File: src/rtl/arb_pkg.sv
// ============================================================================
//  Module      : arb_pkg
//  Description : Shared constants, state type and pointer helper for the
//                8-channel round-robin arbiter.
//  Revision    : 1.0 - initial release
// ============================================================================
`default_nettype none

package arb_pkg;

    localparam int NUM_CH = 8;
    localparam int IDX_W  = $clog2(NUM_CH);

    typedef enum logic [0:0] {
        IDLE  = 1'b0,
        GRANT = 1'b1
    } state_t;

    function automatic logic [IDX_W-1:0] next_ptr(input logic [IDX_W-1:0] idx);
        return IDX_W'((32'(idx) + 1) % NUM_CH);
    endfunction

endpackage

`default_nettype wire

File: src/rtl/rr_pick8.sv
// ============================================================================
//  Module      : rr_pick8
//  Description : Combinational round-robin picker: first set request found
//                searching from ptr upward, modulo the channel count.
//  Revision    : 1.0 - initial release
// ============================================================================
`default_nettype none

module rr_pick8
    import arb_pkg::*;
(
    input  logic [NUM_CH-1:0] req_i,
    input  logic [IDX_W-1:0]  ptr_i,
    output logic              found_o,
    output logic [IDX_W-1:0]  idx_o
);

    logic [2*NUM_CH-1:0] w_dbl;
    logic [NUM_CH-1:0]   w_rot;
    logic [IDX_W-1:0]    w_off;

    // Doubling the vector turns the rotate into a plain part-select.
    assign w_dbl = {req_i, req_i};
    assign w_rot = w_dbl[ptr_i +: NUM_CH];

    always_comb begin
        w_off = '0;
        for (int i = NUM_CH - 1; i >= 0; i--) begin
            if (w_rot[i]) begin
                w_off = IDX_W'(i);
            end
        end
    end

    assign found_o = |req_i;
    assign idx_o   = ptr_i + w_off;

endmodule

`default_nettype wire

File: src/rtl/rr_arbiter_8ch.sv
// ============================================================================
//  Module      : rr_arbiter_8ch
//  Description : 8-channel round-robin arbiter with registered grant index,
//                owner release, hold timeout and a mandatory bubble cycle.
//  Revision    : 1.0 - initial release
// ============================================================================
`default_nettype none

module rr_arbiter_8ch
    import arb_pkg::*;
#(
    parameter int MAX_HOLD = 16
) (
    input  logic              clk,
    input  logic              rst,
    input  logic [NUM_CH-1:0] req_i,
    input  logic              done_i,
    output logic              grant_valid_o,
    output logic [IDX_W-1:0]  grant_idx_o,
    output logic              timeout_o
);

    localparam int HC_W = $clog2(MAX_HOLD) + 1;

    state_t            state_q, state_d;
    logic [IDX_W-1:0]  ptr_q, ptr_d;
    logic [HC_W-1:0]   hold_q, hold_d;
    logic              valid_q, valid_d;
    logic [IDX_W-1:0]  idx_q, idx_d;
    logic              to_q, to_d;

    logic              w_found;
    logic [IDX_W-1:0]  w_pick;
    logic              w_hit;
    logic              w_release;

    rr_pick8 u_pick (
        .req_i   (req_i),
        .ptr_i   (ptr_q),
        .found_o (w_found),
        .idx_o   (w_pick)
    );

    assign w_hit     = (MAX_HOLD != 0) && (hold_q == HC_W'(MAX_HOLD - 1));
    assign w_release = done_i || !req_i[idx_q] || w_hit;

    always_comb begin
        state_d = state_q;
        ptr_d   = ptr_q;
        hold_d  = hold_q;
        valid_d = valid_q;
        idx_d   = idx_q;
        to_d    = 1'b0;
        case (state_q)
            IDLE: begin
                if (w_found) begin
                    idx_d   = w_pick;
                    valid_d = 1'b1;
                    hold_d  = '0;
                    state_d = GRANT;
                end
            end
            GRANT: begin
                if (w_release) begin
                    state_d = IDLE;
                    valid_d = 1'b0;
                    ptr_d   = next_ptr(idx_q);
                    // Owner release (done or dropped req) outranks the timeout.
                    to_d    = w_hit && !done_i && req_i[idx_q];
                end else if (hold_q != '1) begin
                    hold_d  = hold_q + HC_W'(1);
                end
            end
            default: begin
                state_d = IDLE;
                valid_d = 1'b0;
            end
        endcase
    end

    always_ff @(posedge clk) begin
        if (rst) begin
            state_q <= IDLE;
            ptr_q   <= '0;
            hold_q  <= '0;
            valid_q <= 1'b0;
            idx_q   <= '0;
            to_q    <= 1'b0;
        end else begin
            state_q <= state_d;
            ptr_q   <= ptr_d;
            hold_q  <= hold_d;
            valid_q <= valid_d;
            idx_q   <= idx_d;
            to_q    <= to_d;
        end
    end

    assign grant_valid_o = valid_q;
    assign grant_idx_o   = idx_q;
    assign timeout_o     = to_q;

endmodule

`default_nettype wire

File: config.mk
export PLATFORM = sky130hd
export DESIGN_NAME = rr_arbiter_8ch
export DESIGN_NICKNAME = d
export VERILOG_FILES = /design/src/rtl/arb_pkg.sv /design/src/rtl/rr_pick8.sv /design/src/rtl/rr_arbiter_8ch.sv
export SDC_FILE = /design/constraint.sdc
export NUM_CORES = 1
export LEC_CHECK = 0
export CORE_AREA = 2 2 62 64
export DETAILED_ROUTE_END_ITERATION = 8
export DIE_AREA = 0 0 64 66
export SETUP_SLACK_MARGIN = 0.1
export SLEW_MARGIN = 20
export SYNTH_ARGS = -nofsm -noshare
export SYNTH_HDL_FRONTEND = slang
export SYNTH_HIERARCHICAL = 1
export SYNTH_SLANG_ARGS = --single-unit
File: constraint.sdc
create_clock -name clk -period 7.2 [get_ports clk]
set_input_delay 2.16 -clock clk [delete_from_list [all_inputs] [get_ports clk]]
set_output_delay 2.16 -clock clk [all_outputs]
set_load 0.01 [all_outputs]
# == Word-level counts from Yosys, hierarchy flattened ==
# Cells that the tools add are included.
# classes
add_sub_neg,3
mul,0
div_mod_pow,0
magnitude_cmp,1
n_eq_ne,6
shift,1
mux,20
bitwise_logic,2
reduce_logical,12
# op_table
operator,count
two-way mux 3 bit,8
indexed part select 16 x 4 -> 8 bit,1
two-way mux 5 bit,3
one-hot mux 5 bit (2 select lines),1
OR reduction 8 bit,1
inequality test 2 x 1 -> 1 bit (second input constant),3
AND reduction 2 bit,3
adder 5 x 1 -> 5 bit (second input constant),1
equality test 5 x 4 -> 1 bit (second input constant),1
two-way mux 1 bit,5
inequality test 5 bit (second input constant),1
less-than comparator 3 x 4 -> 1 bit (second input constant),1
one-hot mux 1 bit (2 select lines),2
adder 3 x 1 -> 3 bit (second input constant),1
adder 3 bit,1
binary-select mux 1 bit (select 3 bit),1
AND reduction 3 bit,1
OR reduction 3 bit,1
logical AND 1 bit,2
zero test 1 bit,2
logical OR 1 bit,2
inequality test 2 bit (second input constant),1
inverter 1 bit,2
# totals
ff_bits,14
latchBits,0
ramBits,0
mem_bits_ro,0
wordCells,51
mem_count,0

# == Depth between registers and ports, before layout ==
# Gate-level depths: netlist (run 1).
# depth
word_depth,10
mapped_depth,13

# == Modules after synthesis ==
# Netlist (run 1), hierarchy kept.
# modules_own_cells
module,instances,cells_per_inst,area_each_um2,seq_area_each_um2
rr_arbiter_8ch,1,89,864.6,280.3
rr_pick8,1,50,519.2,0.0

# == Worst setup path before layout (run 1) ==
# No wires, ideal clock.
# synth_path
path_kind,input port to flip-flop
startpoint,in req_i[7]
endpoint,"reg idx_q[2], in the netlist grant_idx_o[2]"
setup_time_ns,0.070
arrival_time_ns,4.397
slack_ns,2.733
path_stages,12
n_path_buf,0
path_cell_list,mux4_1 mux2i_1 o311ai_0 a21bo_2 a31oi_1 ha_1 inv_1 fa_1 xnor2_1 xnor2_1 nand2_1 a21oi_1
# synth_via
elab_chain_len,10
# synth_lines
item,line_no,source
from (decl),rr_arbiter_8ch.sv:16,"input logic [NUM_CH-1:0] req_i,"
indexed part select 16 x 4 -> 8 bit (*),rr_pick8.sv:24,assign w_rot = w_dbl[ptr_i +: NUM_CH];
two-way mux 3 bit (7 in a row),rr_pick8.sv:29,if (w_rot[i]) begin
two-way mux 3 bit (*),rr_pick8.sv:29,
adder 3 bit (*),rr_pick8.sv:36,assign idx_o = ptr_i + w_off;
named net w_pick[2],rr_arbiter_8ch.sv:33,logic [IDX_W-1:0] w_pick;
to (signal assigned),rr_arbiter_8ch.sv:94,idx_q <= idx_d;
to (decl),rr_arbiter_8ch.sv:29,"logic [IDX_W-1:0] idx_q, idx_d;"
# Mark *: on every way through the listed nets, which the timed path passes. The rest lies on a longest branch.
# A chain may end at the register's enable or synchronous reset.

# == Final worst setup path (run 1) ==
# layout_path
startpoint,in req_i[6]
endpoint,"reg idx_q[2], in the netlist grant_idx_o[2]"
# Same word-level chain as after synthesis.

==> flow_summary_export.csv, run 1 <==
group,metric,value,unit
layout,regArea,280,µm²
sta,post-route-worst-setup-slack,2.12,ns
sta,timing.slew.headroom,0.506,
synth,area_contributors_post_synth,"sky130_fd_sc_hd__dfxtp_1, sky130_fd_sc_hd__mux4_1, sky130_fd_sc_hd__mux2i_1",
clock_tree,clk-insertion-delay-late,0.29,ns
route,detailroute.via_count,1116,
layout,finalNetCount,169,
synth,synth_top_flop_cell,"sky130_fd_sc_hd__dfxtp_1",
place,detailed_place_hpwl,2270,µm
die,rows,22,
synth,async_reset_ff_frac,0,
sta,maximum_clock_frequency,0.197,GHz
worst_setup_path,critical_path.endpoint_type,"flip-flop",
worst_setup_path,critical_path.startpoint,"req_i[6]",
global_routing,grt_use_total,0.154,
synth,synth_area_per_cell,9.96,µm²
pwr,power.share.sequential,0.370,
clock_tree,cts_hold_repair.buffers,0,
synth,netlist_instances,139,
worst_setup_path,crit_slowest_cell,"sky130_fd_sc_hd__mux4_1",
die,initial_utilization,0.390,
worst_setup_path,crit_chain,"clkdlybuf4s50_1 > mux4_1 > mux2i_1 > o311ai_0 > a21bo_2 > a31oi_1 > ha_1 > inv_1 > fa_1 > xnor2_1 > xnor2_1 > nand2_1 > a21oi_1",
synth,netlist_area,1380,µm²
worst_setup_path,crit_fanout,7,
pwr,p_clk_frac,0.216,
clock_tree,cts_sinks,14,
worst_setup_path,reg2regPathDepth,12,
sta,slew_violations,0,
route,drt-initial-drc-count,113,
worst_setup_path,timing.critical_path.to,"grant_idx_o[2]",
route,drt_pass1_iterations,4,
die,die_width,64,µm
synth,synth_simple_gate_area_frac,0.213,
synth,number_of_warnings_printed_during_yosys_synthesis,6,
worst_setup_path,max_stage_delay,0.56,ns
global_routing,grt_start_max_net_pins,26,
sta,timing.final.crit_period,5.08,ns
worst_setup_path,path_delay_family,"multiplexers",
pwr,power.share.combinational,0.414,
layout,post_route_cells_drive_above_1_share,0.159,
worst_setup_path,r2r_slack,3.81,ns
worst_setup_path,worstPathBufferInverterCount,2,
worst_setup_path,reg2reg_to,"grant_idx_o[2]",
worst_setup_path,timing.critical_path.mode_cell,"sky130_fd_sc_hd__xnor2_1",
synth,synth.most_common_cell,"sky130_fd_sc_hd__dfxtp_1",
synth,synth_seq_area_share,0.203,
sta,final-setup-viol-count,0,
pwr,power.net_switching,0.0958,mW
run_status,run_status,"finished, final reports clean",
worst_setup_path,critical_register_to_register_path_startpoint,"ptr_q[0]",
synth,dominant_combinational_cell_family_by_area_after_synthesis,"multiplexers",
global_routing,globalRoute.totalOverflow,0,
sta,timing_hold_violations_final,0,
clock_tree,max-clock-path-buffers,2,
clock_tree,cts_max_level,1,
die,die-area,4220,µm²
worst_setup_path,timing_worst_setup_path_type,"primary input to flip-flop",
synth,syn-num-nets,156,
layout,final.fill_count,340,
pwr,swShare,0.357,
clock_tree,cts_tree,"yes",
worst_setup_path,crit_path_start_kind,"primary input",
clock_tree,worst_setup_hold_path_clk_slew,0.08,ns
clock_tree,numCtsBuffers,3,
pwr,internal-power,0.172,mW
worst_setup_path,path_depth,13,
synth,post_synth_num_cell_types,52,
pwr,pwr_cell_area,171,nW/µm²
die,die_span_in_y,66,µm
die,core_region_area,3550,µm²
synth,netlist_top_cells_count,"sky130_fd_sc_hd__dfxtp_1, sky130_fd_sc_hd__nand2_1, sky130_fd_sc_hd__mux2i_1",
global_routing,grt_pass1_vias,1053,
route,antenna_left,0,
flow_run,maxCapViolCount,0,
global_routing,grt_first_pass_wirelength,5020,µm
route,detail_route.wirelength,3030,µm
layout,multiInputGateArea,1010,µm²
place,gpl.final_weighted_congestion,0.871,
synth,synth_top_area_cell,"sky130_fd_sc_hd__dfxtp_1",
synth,post_synth_mux_area_share,0.283,
clock_tree,cts_setup_buffers,0,
sta,worst-slew-pin-transition,0.739,ns
synth,yosys_register_bits,14,
route,remaining_drc_errors,0,
worst_hold_path,hold_path.class,"flip-flop to flip-flop",
synth,number_of_enable_flip_flop_cells_after_synthesis,0,
sta,sum_of_negative_setup_slack,0,ns
pwr,leakage,0.576,nW
worst_setup_path,worst_ep_required_time,7.41,ns
place,detailedPlace.worstSlack,1.85,ns
place,portBuffers,15,
clock_tree,cts-root-buf,"sky130_fd_sc_hd__clkbuf_4",
synth,yosys.area_share.xor_xnor,0.0190,
global_routing,grt_antenna_before_repair,0,
layout,area.growth.synth_to_final,13.4,%
pwr,max-vdd-ir-drop,0.136,mV
sta,fin_worst_skew,0.00624,ns
die,pin_count,16,
route,detail_route.wl_per_cell,15.2,µm
sta,unrepaired_setup_endpoints_after_global_routing,"false",
clock_tree,cts-resized-gates,0,
worst_setup_path,cp_data_arrival_time,5.29,ns
synth,synth_adder_area_share,0.0597,
synth,synth-compound-area-share,0.156,
layout,num_antenna_cells,0,
sta,min_period_over_period,0.706,
synth,yosysTopAreaCellShare,0.203,
route,vias_cell,5.61,
## final cells by class
class	instances	area share
clock buffer	4	0.0231
inverter	8	0.0191
multi-input combinational	110	0.645
sequential	14	0.179
tap	48	0.0383
timing repair buffer	15	0.0957
## power groups by stage
stage                     registers [mW]  clock network (mW)  logic, mW
after floorplan                   0.0928                   0     0.0906
after detailed placement           0.102                   0      0.110
after global routing               0.101              0.0636      0.122
after global placement             0.101                   0      0.108
after CTS                         0.0996              0.0601      0.111
final                             0.0993              0.0579      0.111
## sequential cells by signal, indices dropped and copies added, names as in the netlist
| name | cells |
|---|---|
| ptr_q | 3 |
| timeout_o | 1 |
| grant_idx_o | 3 |
| grant_valid_o | 1 |
| state_q | 1 |
| hold_q | 5 |
## worst reg2reg max path: cells and delay by family (launching register included)
family | cells | cell delay, ns
mux | 2 | 0.90
fa+ha+maj | 2 | 0.55
xor+xnor | 2 | 0.32
compound gates | 4 | 0.79
flops | 1 | 0.65
simple gates | 1 | 0.07
buf+inv | 1 | 0.05
## cell families after synthesis
kind of cell / Yosys count
buffers and inverters: 15
XOR/XNOR: 3
AO/OA/AOI/OAI: 23
AND/OR/NAND/NOR: 52
flip-flops: 14
adder cells (fa/ha/maj): 6
multiplexers: 26
## worst min-delay path by stage
stage,from,to,slack [ns],cells past startpoint
after floorplan,state_q,state_q,0.46,2
after global placement,grant_valid_o,grant_valid_o,0.46,2
after detailed placement,grant_valid_o,grant_valid_o,0.48,2
after CTS,grant_valid_o,grant_valid_o,0.49,2
after global routing,state_q,state_q,0.52,2
final,grant_valid_o,grant_valid_o,0.48,2
## layer usage
metal  up-vias  wire length (µm)  GRT usage
met5         -                 0          0
met4         0                36     0.0652
met3         4                85     0.0187
met2        21              1530      0.266
met1       531              1370      0.192
li1        560                 -          -
## cells in the final DEF (no fill, tap or decap), types with 2 or more instances in the layout
master,instances
sky130_fd_sc_hd__nor2b_1,3
sky130_fd_sc_hd__nand3_1,2
sky130_fd_sc_hd__nor4_1,4
sky130_fd_sc_hd__nand2b_1,5
sky130_fd_sc_hd__a221oi_4,2
sky130_fd_sc_hd__mux2i_1,10
sky130_fd_sc_hd__nor3_1,2
sky130_fd_sc_hd__and2b_2,2
sky130_fd_sc_hd__and3_1,2
sky130_fd_sc_hd__mux4_1,7
sky130_fd_sc_hd__mux2_2,7
sky130_fd_sc_hd__nor3b_1,2
sky130_fd_sc_hd__a21oi_1,4
sky130_fd_sc_hd__inv_1,8
sky130_fd_sc_hd__clkbuf_4,3
sky130_fd_sc_hd__dfxtp_1,14
sky130_fd_sc_hd__nand2_1,12
sky130_fd_sc_hd__o211ai_1,2
sky130_fd_sc_hd__clkdlybuf4s50_1,15
sky130_fd_sc_hd__ha_1,5
sky130_fd_sc_hd__xnor2_1,3
sky130_fd_sc_hd__nor2_1,8
## stage by stage
step                      hold slack (ns)   util  cells  cell area [µm²]  power, mW
final                               0.483  0.442    199             1570      0.268
after floorplan                     0.461      -    139             1380      0.183
after CTS                           0.492  0.442    199             1570      0.271
after global placement              0.464  0.432    195             1530      0.209
after global routing                0.517  0.442    199             1570      0.287
after detailed placement            0.476  0.432    195             1530      0.211
Note: power is estimated with default switching activity, not from simulation.
==> run 2, diff against run 1 <==
- clock period: 7.2 -> 4.5 ns (I/O delays scaled with it)
==> flow_summary_export.csv, run 2 (same netlist as run 1, synthesis figures left out) <==
group,metric,value,unit
run_status,run_status,"finished, final reports clean",
flow_run,maxCapViolCount,0,
sta,worst_hold_slack,0.487,ns
clock_tree,clk-insertion-delay-late,0.28,ns
sta,min_period_over_period,0.923,
layout,finalNetCount,177,
global_routing,globalRoute.totalOverflow,0,
sta,post-route-worst-setup-slack,0.346,ns
layout,register_with_the_most_flip_flops,"hold_q",
worst_setup_path,crit_chain,"clkdlybuf4s50_1 > mux4_1 > mux2i_1 > o311ai_0 > a21bo_2 > a31oi_1 > ha_1 > inv_1 > fa_1 > xnor2_1 > xnor2_1 > nand2_1 > a21oi_1",
worst_setup_path,worstPathBufferInverterCount,2,
global_routing,grt_util_met2,0.272,
worst_setup_path,max_stage_delay,0.54,ns
pwr,max-vdd-ir-drop,0.148,mV
sta,worst-slew-pin-transition,0.549,ns
place,gpl.final_weighted_congestion,0.851,
worst_setup_path,crit_fanout,7,
pwr,pwr_cell_area,266,nW/µm²
die,initial_utilization,0.390,
global_routing,grt.met1_usage,0.199,
global_routing,grt_use_total,0.157,
layout,flip_flop_count_of_the_largest_register_all_copies_and_words_added,5,
worst_setup_path,cp_data_arrival_time,4.37,ns
die,core_region_area,3550,µm²
route,drt-initial-drc-count,64,
worst_setup_path,critical_path.endpoint_type,"flip-flop",
clock_tree,cts-root-buf,"sky130_fd_sc_hd__clkbuf_4",
place,detailedPlace.worstSlack,0.0793,ns
clock_tree,cts_setup_buffers,0,
place,detailed_place_hpwl,2350,µm
layout,leading_cell_type_in_the_layout_fill_and_taps_excluded,"sky130_fd_sc_hd__clkdlybuf4s50_1",
place,dpl.cell_count,203,
route,detailroute.via_count,1151,
sta,slew_violations,0,
worst_setup_path,timing_worst_setup_path_type,"primary input to flip-flop",
clock_tree,cts-resized-gates,0,
clock_tree,numCtsBuffers,3,
pwr,leakage,0.614,nW
layout,final.fill_count,329,
sta,maximum_clock_frequency,0.241,GHz
worst_setup_path,worst_ep_required_time,4.72,ns
clock_tree,cts_sinks,14,
route,drt_pass1_iterations,4,
layout,num_antenna_cells,0,
layout,area.growth.synth_to_final,17.7,%
sta,sum_of_negative_setup_slack,0,ns
clock_tree,cts_max_level,1,
sta,unrepaired_setup_endpoints_after_global_routing,"false",
global_routing,grt_antenna_before_repair,0,
route,detail_route.wirelength,3150,µm
die,pin_count,16,
clock_tree,cts_hold_repair.buffers,0,
layout,post_route_cells_drive_above_1_share,0.201,
worst_setup_path,timing.critical_path.mode_cell,"sky130_fd_sc_hd__xnor2_1",
sta,timing.slew.headroom,0.633,
layout,final_cell_mix,"sky130_fd_sc_hd__clkdlybuf4s50_1, sky130_fd_sc_hd__dfxtp_1, sky130_fd_sc_hd__nand2_1, sky130_fd_sc_hd__mux2i_1",
die,die_span_in_y,66,µm
global_routing,grt_most_used_layer,"met2",
route,remaining_drc_errors,0,
die,rows,22,
clock_tree,max-clock-path-buffers,2,
global_routing,grt_pass1_vias,1131,
sta,timing_hold_violations_final,0,
route,vias_cell,5.56,
global_routing,grt_start_max_net_pins,26,
sta,final-setup-viol-count,0,
sta,fin_worst_skew,0.00138,ns
die,die_width,64,µm
layout,instances_no_fill,207,
route,detail_route.wl_per_cell,15.2,µm
route,antenna_left,0,
worst_setup_path,crit_path_start_kind,"primary input",
sta,timing.final.crit_period,4.15,ns
global_routing,groute.layer.met3.usage,0.0187,
clock_tree,cts_tree,"yes",
worst_setup_path,crit_slowest_cell,"sky130_fd_sc_hd__mux4_1",
die,die-area,4220,µm²
place,portBuffers,15,
worst_setup_path,path_delay_family,"multiplexers",
clock_tree,worst_setup_hold_path_clk_slew,0.09,ns
worst_hold_path,hold_path.class,"flip-flop to flip-flop",
global_routing,grt_first_pass_wirelength,5250,µm
==> run 2: cell types whose count changed in the layout (fill, tap and decap cells not counted), sizes merged <==
| cell | change |
|---|---|
| buf | +8 |
==> run 2: path summary, 6_finish.rpt <==
check	start	endpoint	slack [ns]	cells past startpoint
max reg2reg	ptr_q[0]	grant_idx_o[2]	1.11	12
min	state_q	state_q	0.49	2
max	req_i[5]	grant_idx_o[2]	0.35	13
min reg2reg	state_q	state_q	0.49	2
==> run 2: metrics by stage <==
step | total power, mW | util | area, µm²
4_1_cts | 0.437 | 0.459 | 1630
3_3_place_gp | 0.341 | 0.449 | 1590
6_report | 0.434 | 0.459 | 1630
3_5_place_dp | 0.345 | 0.449 | 1590
2_1_floorplan | 0.293 | - | 1380
5_1_grt | 0.464 | 0.459 | 1630
==> run 2: cell type report <==
type,count,area [µm²],area share
Tap cell,48,60.1,0.0369
Inverter,8,30.0,0.0184
Clock buffer,4,36.3,0.0223
Sequential cell,14,280,0.172
Timing Repair Buffer,23,210,0.129
Multi-Input combinational cell,110,1010,0.621
==> run 2: worst register-to-register path, delay by kind of cell, from the launching register on <==
family | cells | cell delay, ns
AOI/OAI and AO/OA | 4 | 0.75
xor gates and xnor gates | 2 | 0.31
adders and majority gates | 2 | 0.54
buffers and inverters | 1 | 0.05
DFF | 1 | 0.67
muxes | 2 | 0.92
and+or+nand+nor | 1 | 0.06
==> run 2: layer usage <==
layer	wire (µm)	part of all wire
met3	98	0.031
met2	1540	0.49
met1	1480	0.47
met4	25	0.0079
met5	0	0
==> run 2: power by group <==
group / switching [mW] / internal (mW)
registers: 0.0255 / 0.134
logic: 0.0856 / 0.0969
clock network: 0.0423 / 0.0492
==> run 3, diff against run 2 <==
==> constraint.sdc (replaced) <==
create_clock -name clk -period 4.5 [get_ports clk]
set_input_delay 1.125 -clock clk [delete_from_list [all_inputs] [get_ports clk]]
set_output_delay 1.125 -clock clk [all_outputs]
set_load 0.01 [all_outputs]
==> flow_summary_export.csv, run 3 (same netlist as run 1, synthesis figures left out) <==
group,metric,value,unit
run_status,run_status,"finished, final reports clean",
pwr,leakage,0.585,nW
clock_tree,worst_setup_hold_path_clk_slew,0.09,ns
route,antenna_left,0,
sta,slew_violations,0,
pwr,power.share.combinational,0.415,
die,initial_utilization,0.390,
pwr,swShare,0.354,
clock_tree,cts_hold_repair.buffers,0,
sta,sum_of_negative_setup_slack,0,ns
worst_setup_path,reg2regPathDepth,12,
pwr,internal-power,0.276,mW
clock_tree,cts_max_level,1,
worst_setup_path,max_stage_delay,0.57,ns
place,detailed_place_hpwl,2260,µm
worst_setup_path,crit_slowest_cell,"sky130_fd_sc_hd__mux4_1",
sta,maximum_clock_frequency,0.251,GHz
worst_hold_path,destination_of_the_worst_hold_path,"grant_valid_o",
sta,worst-slew-pin-transition,0.736,ns
layout,register_with_the_most_flip_flops,"hold_q",
die,core_region_area,3550,µm²
global_routing,grt_first_pass_wirelength,5140,µm
clock_tree,max-clock-path-buffers,2,
worst_hold_path,hold_path.class,"flip-flop to flip-flop",
route,vias_cell,5.57,
route,remaining_drc_errors,0,
global_routing,globalRoute.totalOverflow,0,
worst_setup_path,critical_path.endpoint_type,"flip-flop",
worst_setup_path,cp_data_arrival_time,4.19,ns
pwr,p_clk_frac,0.213,
worst_setup_path,worstPathBufferInverterCount,2,
pwr,power.total,0.427,mW
layout,num_antenna_cells,0,
pwr,pwr_cell_area,270,nW/µm²
layout,flip_flop_count_of_the_largest_register_all_copies_and_words_added,5,
clock_tree,cts_tree,"yes",
worst_setup_path,worst_ep_required_time,4.70,ns
die,die_span_in_y,66,µm
worst_setup_path,timing_worst_setup_path_type,"primary input to flip-flop",
die,pin_count,16,
sta,timing.slew.headroom,0.508,
pwr,power.share.sequential,0.372,
worst_setup_path,r2r_slack,1.16,ns
route,detailroute.via_count,1120,
worst_setup_path,timing.critical_path.mode_cell,"sky130_fd_sc_hd__xnor2_1",
sta,final-setup-viol-count,0,
clock_tree,cts-resized-gates,0,
sta,timing.final.crit_period,3.99,ns
layout,final_cell_mix,"sky130_fd_sc_hd__clkdlybuf4s50_1, sky130_fd_sc_hd__dfxtp_1, sky130_fd_sc_hd__nand2_1, sky130_fd_sc_hd__mux2i_1",
route,drt_pass1_iterations,4,
worst_setup_path,reg2reg_to,"grant_idx_o[2]",
clock_tree,cts_sinks,14,
clock_tree,clk-insertion-delay-late,0.28,ns
clock_tree,cts-root-buf,"sky130_fd_sc_hd__clkbuf_4",
pwr,max-vdd-ir-drop,0.165,mV
layout,multiInputGateArea,1010,µm²
die,die_width,64,µm
place,portBuffers,15,
die,rows,22,
die,die-area,4220,µm²
worst_setup_path,path_depth,13,
clock_tree,cts_setup_buffers,0,
route,detail_route.wl_per_cell,14.8,µm
worst_hold_path,min_path_cells,2,
sta,timing_hold_violations_final,0,
worst_setup_path,crit_path_start_kind,"primary input",
worst_setup_path,path_delay_family,"multiplexers",
sta,worst_hold_slack,0.480,ns
global_routing,grt_pass1_vias,1117,
global_routing,grt_use_total,0.152,
layout,final.fill_count,345,
layout,finalNetCount,171,
route,detail_route.wirelength,2980,µm
worst_hold_path,min-delay-start,"grant_valid_o",
layout,post_route_cells_drive_above_1_share,0.170,
layout,regArea,280,µm²
clock_tree,numCtsBuffers,3,
pwr,power.net_switching,0.151,mW
route,drt-initial-drc-count,117,
layout,leading_cell_type_in_the_layout_fill_and_taps_excluded,"sky130_fd_sc_hd__clkdlybuf4s50_1",
worst_setup_path,critical_register_to_register_path_startpoint,"ptr_q[0]",
global_routing,grt_start_max_net_pins,26,
global_routing,grt_antenna_before_repair,0,
sta,fin_worst_skew,0.00192,ns
sta,min_period_over_period,0.886,
worst_setup_path,crit_fanout,7,
place,gpl.final_weighted_congestion,0.855,
layout,area.growth.synth_to_final,14.5,%
flow_run,maxCapViolCount,0,
worst_setup_path,crit_chain,"clkdlybuf4s50_1 > mux4_1 > mux2i_1 > o311ai_0 > a21bo_2 > a31oi_1 > ha_1 > inv_1 > fa_1 > xnor2_1 > xnor2_1 > nand2_1 > a21oi_1",
sta,unrepaired_setup_endpoints_after_global_routing,"false",
==> run 3: cell type report <==
| cell class | count | area share |
|---|---|---|
| multi-input cells | 110 | 0.639 |
| flip-flops and latches | 14 | 0.177 |
| repair buffers | 17 | 0.104 |
| well taps | 48 | 0.0379 |
| clock buffers | 4 | 0.0229 |
| inverters | 8 | 0.0190 |
==> run 3: worst min-delay path, cell delays in order, from the launching register on <==
cell and delay, ns:
sky130_fd_sc_hd__dfxtp_1 0.32, sky130_fd_sc_hd__nand2b_1 0.06, sky130_fd_sc_hd__o22ai_1 0.06
==> run 3: worst max path at each step <==
stage               slack (ns)     start        endpoint
floorplan                 1.07  req_i[7]  grant_idx_o[2]
global placement          0.33  req_i[2]  grant_idx_o[2]
detailed placement        0.22  req_i[7]  grant_idx_o[2]
CTS                       0.50  req_i[7]  grant_idx_o[2]
global route              0.24  req_i[6]  grant_idx_o[2]
finish                    0.51  req_i[6]  grant_idx_o[2]
==> run 3: layer usage <==
metal,global-route usage,share of wire,vias to the layer above
met1,0.186,0.45,528
met4,0.0571,0.017,0
met3,0.0187,0.039,6
li1,-,-,563
met2,0.271,0.49,23
met5,0,0,-
==> run 3: power by group through the flow <==
| stage | Clock, mW | Combinational [mW] | Sequential (mW) |
|---|---|---|---|
| 4_1_cts | 0.0941 | 0.179 | 0.160 |
| 6_report | 0.0910 | 0.177 | 0.159 |
| 3_3_place_gp | 0 | 0.175 | 0.162 |
| 3_5_place_dp | 0 | 0.178 | 0.163 |
| 2_1_floorplan | 0 | 0.145 | 0.148 |
| 5_1_grt | 0.0998 | 0.197 | 0.163 |
==> run 3: stage by stage <==
stage                     setup WS, ns  cells   util  cell area, µm²
after floorplan                   1.07    139      -            1380
after global placement           0.331    197  0.436            1550
after detailed placement         0.223    197  0.436            1550
after CTS                        0.495    201  0.446            1580
after global routing             0.236    201  0.446            1580
final                            0.511    201  0.446            1580
==> variant (flow settings as in run 2) <==
Change the package constant `NUM_CH` from 8 to 16.
--- a/src/rtl/arb_pkg.sv
+++ b/src/rtl/arb_pkg.sv
@@ -8,7 +8,7 @@
 
 package arb_pkg;
 
-    localparam int NUM_CH = 8;
+    localparam int NUM_CH = 16;
     localparam int IDX_W  = $clog2(NUM_CH);
 
     typedef enum logic [0:0] {
Ports: changed (resized grant_idx_o and req_i); port bits go from 16 to 25. No check against the original RTL was run, so the function may have changed too.
==> variant against run 2 <==
- synthesized area up 52%
- highest routed layer unchanged
- clock skew up 0.00056 ns
- total power rose to 3.0 times the old value
- setup slack worse by 0.061 ns
- largest cell class unchanged
- hold slack better by 0.043 ns
- sequential cell count increased by 2
- final area rose by 64%
- critical path depth increased by 1
- combinational power grew to 5.2 times the old value
- largest power group unchanged
- fmax down 1.5%
- wire length grew 74%
- first-iteration DRC count increased by 73%
- utilization is 29 points higher
- clock power up 5.5%
==> variant: results (changes against run 2) <==
Yosys top cell by area=mux4_2 (was dfxtp_1); worst-skew pair later-pin latency=0.29 ns; dominant cells by area after synthesis=mux4_2 (19%), dfxtp_1 (15%), mux4_1 (10%), mux2i_1 (8.6%), mux2_2 (7.5%) (was dfxtp_1 (20%), mux4_1 (13%), mux2i_1 (7.2%), mux2_2 (5.7%), ha_1 (4.5%)); normalized max-slew margin=49.0% (was 63.3%); Seq/Total Area, Yosys=15.3% (was 20.3%); initial antenna violation count=0 (unchanged); CP max stage cell=mux4_2 (was mux4_1); placed cells=293 (was 203); fin nets=277 (was 177); number of flip-flops in the largest register=5 (unchanged); Synth cell types=59 (was 52); Most used DFF post-synth=dfxtp_1 (unchanged); worst slack, placed=-0.353 ns (was 0.0793 ns); Port-buffer cells=24 (was 15); status=complete, no violations (unchanged); Final Wtd Congestion=0.887 (was 0.851); first-pass GRT wire length=9.43 mm (was 5.25 mm); clock buffer depth=2 (unchanged); CTS Root Cell=clkbuf_4 (unchanged); complex-gate fraction of the synthesized area=10.6% (was 15.6%); first-pass iteration count of the detailed router=4 (unchanged); Syn Area/Cell=11.0 sq um (was 9.96 sq um); final non-filler cell total=297 (was 207); largest net degree at the start of global routing=16 (was 26); Post-DP Area=2620 sq um (was 1590 sq um); Worst VDD drop=0.000196 V (was 0.000148 V); Reg clk slew, reported paths=0.10 ns; arrival time worst endpoint=4.38 ns (was 4.37 ns); H-tree lvl count=1 (unchanged); largest fanout on the critical path=5 (was 7); gr ovfl total=0 (unchanged); Vias/cell=6.35 (was 5.56); vias in the first global route=1,993 (was 1,131); all-layer global routing usage=28.6% (was 15.7%); internal power=0.740 mW (was 0.280 mW); post-synthesis adder-cell area fraction=5.13% (was 5.97%); xor and xnor fraction of the mapped netlist area=2.92% (was 1.90%); layout cell share with drive strength beyond 1=42.6% (was 20.1%); synth cell count leaders=mux2i_1 (18), mux4_2 (18), dfxtp_1 (16) (was dfxtp_1 (14), nand2_1 (12), mux2i_1 (10)); # diodes=0 (unchanged); first-iteration detailed-routing DRC count=111 (was 64); Net Count, Synth=218 (was 156); Post-DP HPWL=4.40 mm (was 2.35 mm); clock skew=0.00194 ns (was 0.00138 ns); mux contribution to synthesized area=45.4% (was 28.3%); Pleak=1.11 nW (was 0.614 nW); Wirelength per Cell=18.5 um (was 15.2 um)
==> variant: tightest hold or removal path: cells and delay by family, from the launching register on <==
family	cells	cell delay (ns)
and+or+nand+nor	1	0.07
DFF	1	0.34
muxes	1	0.07
==> variant: cell type report <==
cell class	instances	area [sq um]
multi-input combinational	159	1680
fill	269	885
timing repair buffer	64	551
sequential	16	320
tap	48	60.1
clock buffer	4	36.3
inverter	6	22.5
==> variant: layer usage <==
metal	vias up	routed length, um	global-route usage (%)
li1	883	-	-
met1	914	2340	36.6
met2	75	2720	48.7
met3	14	221	2.90
met4	0	199	13.9
met5	-	0	0
==> variant: cell families (layout without fill, tap and decap cells) <==
family	Yosys count	after routing
compound gates	28	28
xor+xnor	7	7
fa+ha+maj	8	8
buf+inv	16	74
flops	16	16
mux	58	58
simple gates	58	58
==> variant: timing repair <==
action                     in CTS  in global routing
pin swaps                       2                  3
resized for setup              19                 13
setup buffers                   0                  0
setup endpoints to repair       2                  3
==> variant: power by group through the flow <==
stage               clock [mW]  sequential, mW  combinational (mW)
CTS                     0.0976           0.244               0.923
detailed placement           0           0.244               0.904
finish                  0.0965           0.245               0.946
global route             0.104           0.253                1.03
floorplan                    0           0.213               0.640
global placement             0           0.242               0.885
==> variant: worst paths after layout <==
kind,start,end,slack (ns),cells past startpoint
min reg2reg,hold_q[3],hold_q[3],0.53,2
max reg2reg,ptr_q[1],grant_idx_o[3],0.58,13
max,req_i[9],grant_idx_o[3],0.28,14
min,hold_q[3],hold_q[3],0.53,2
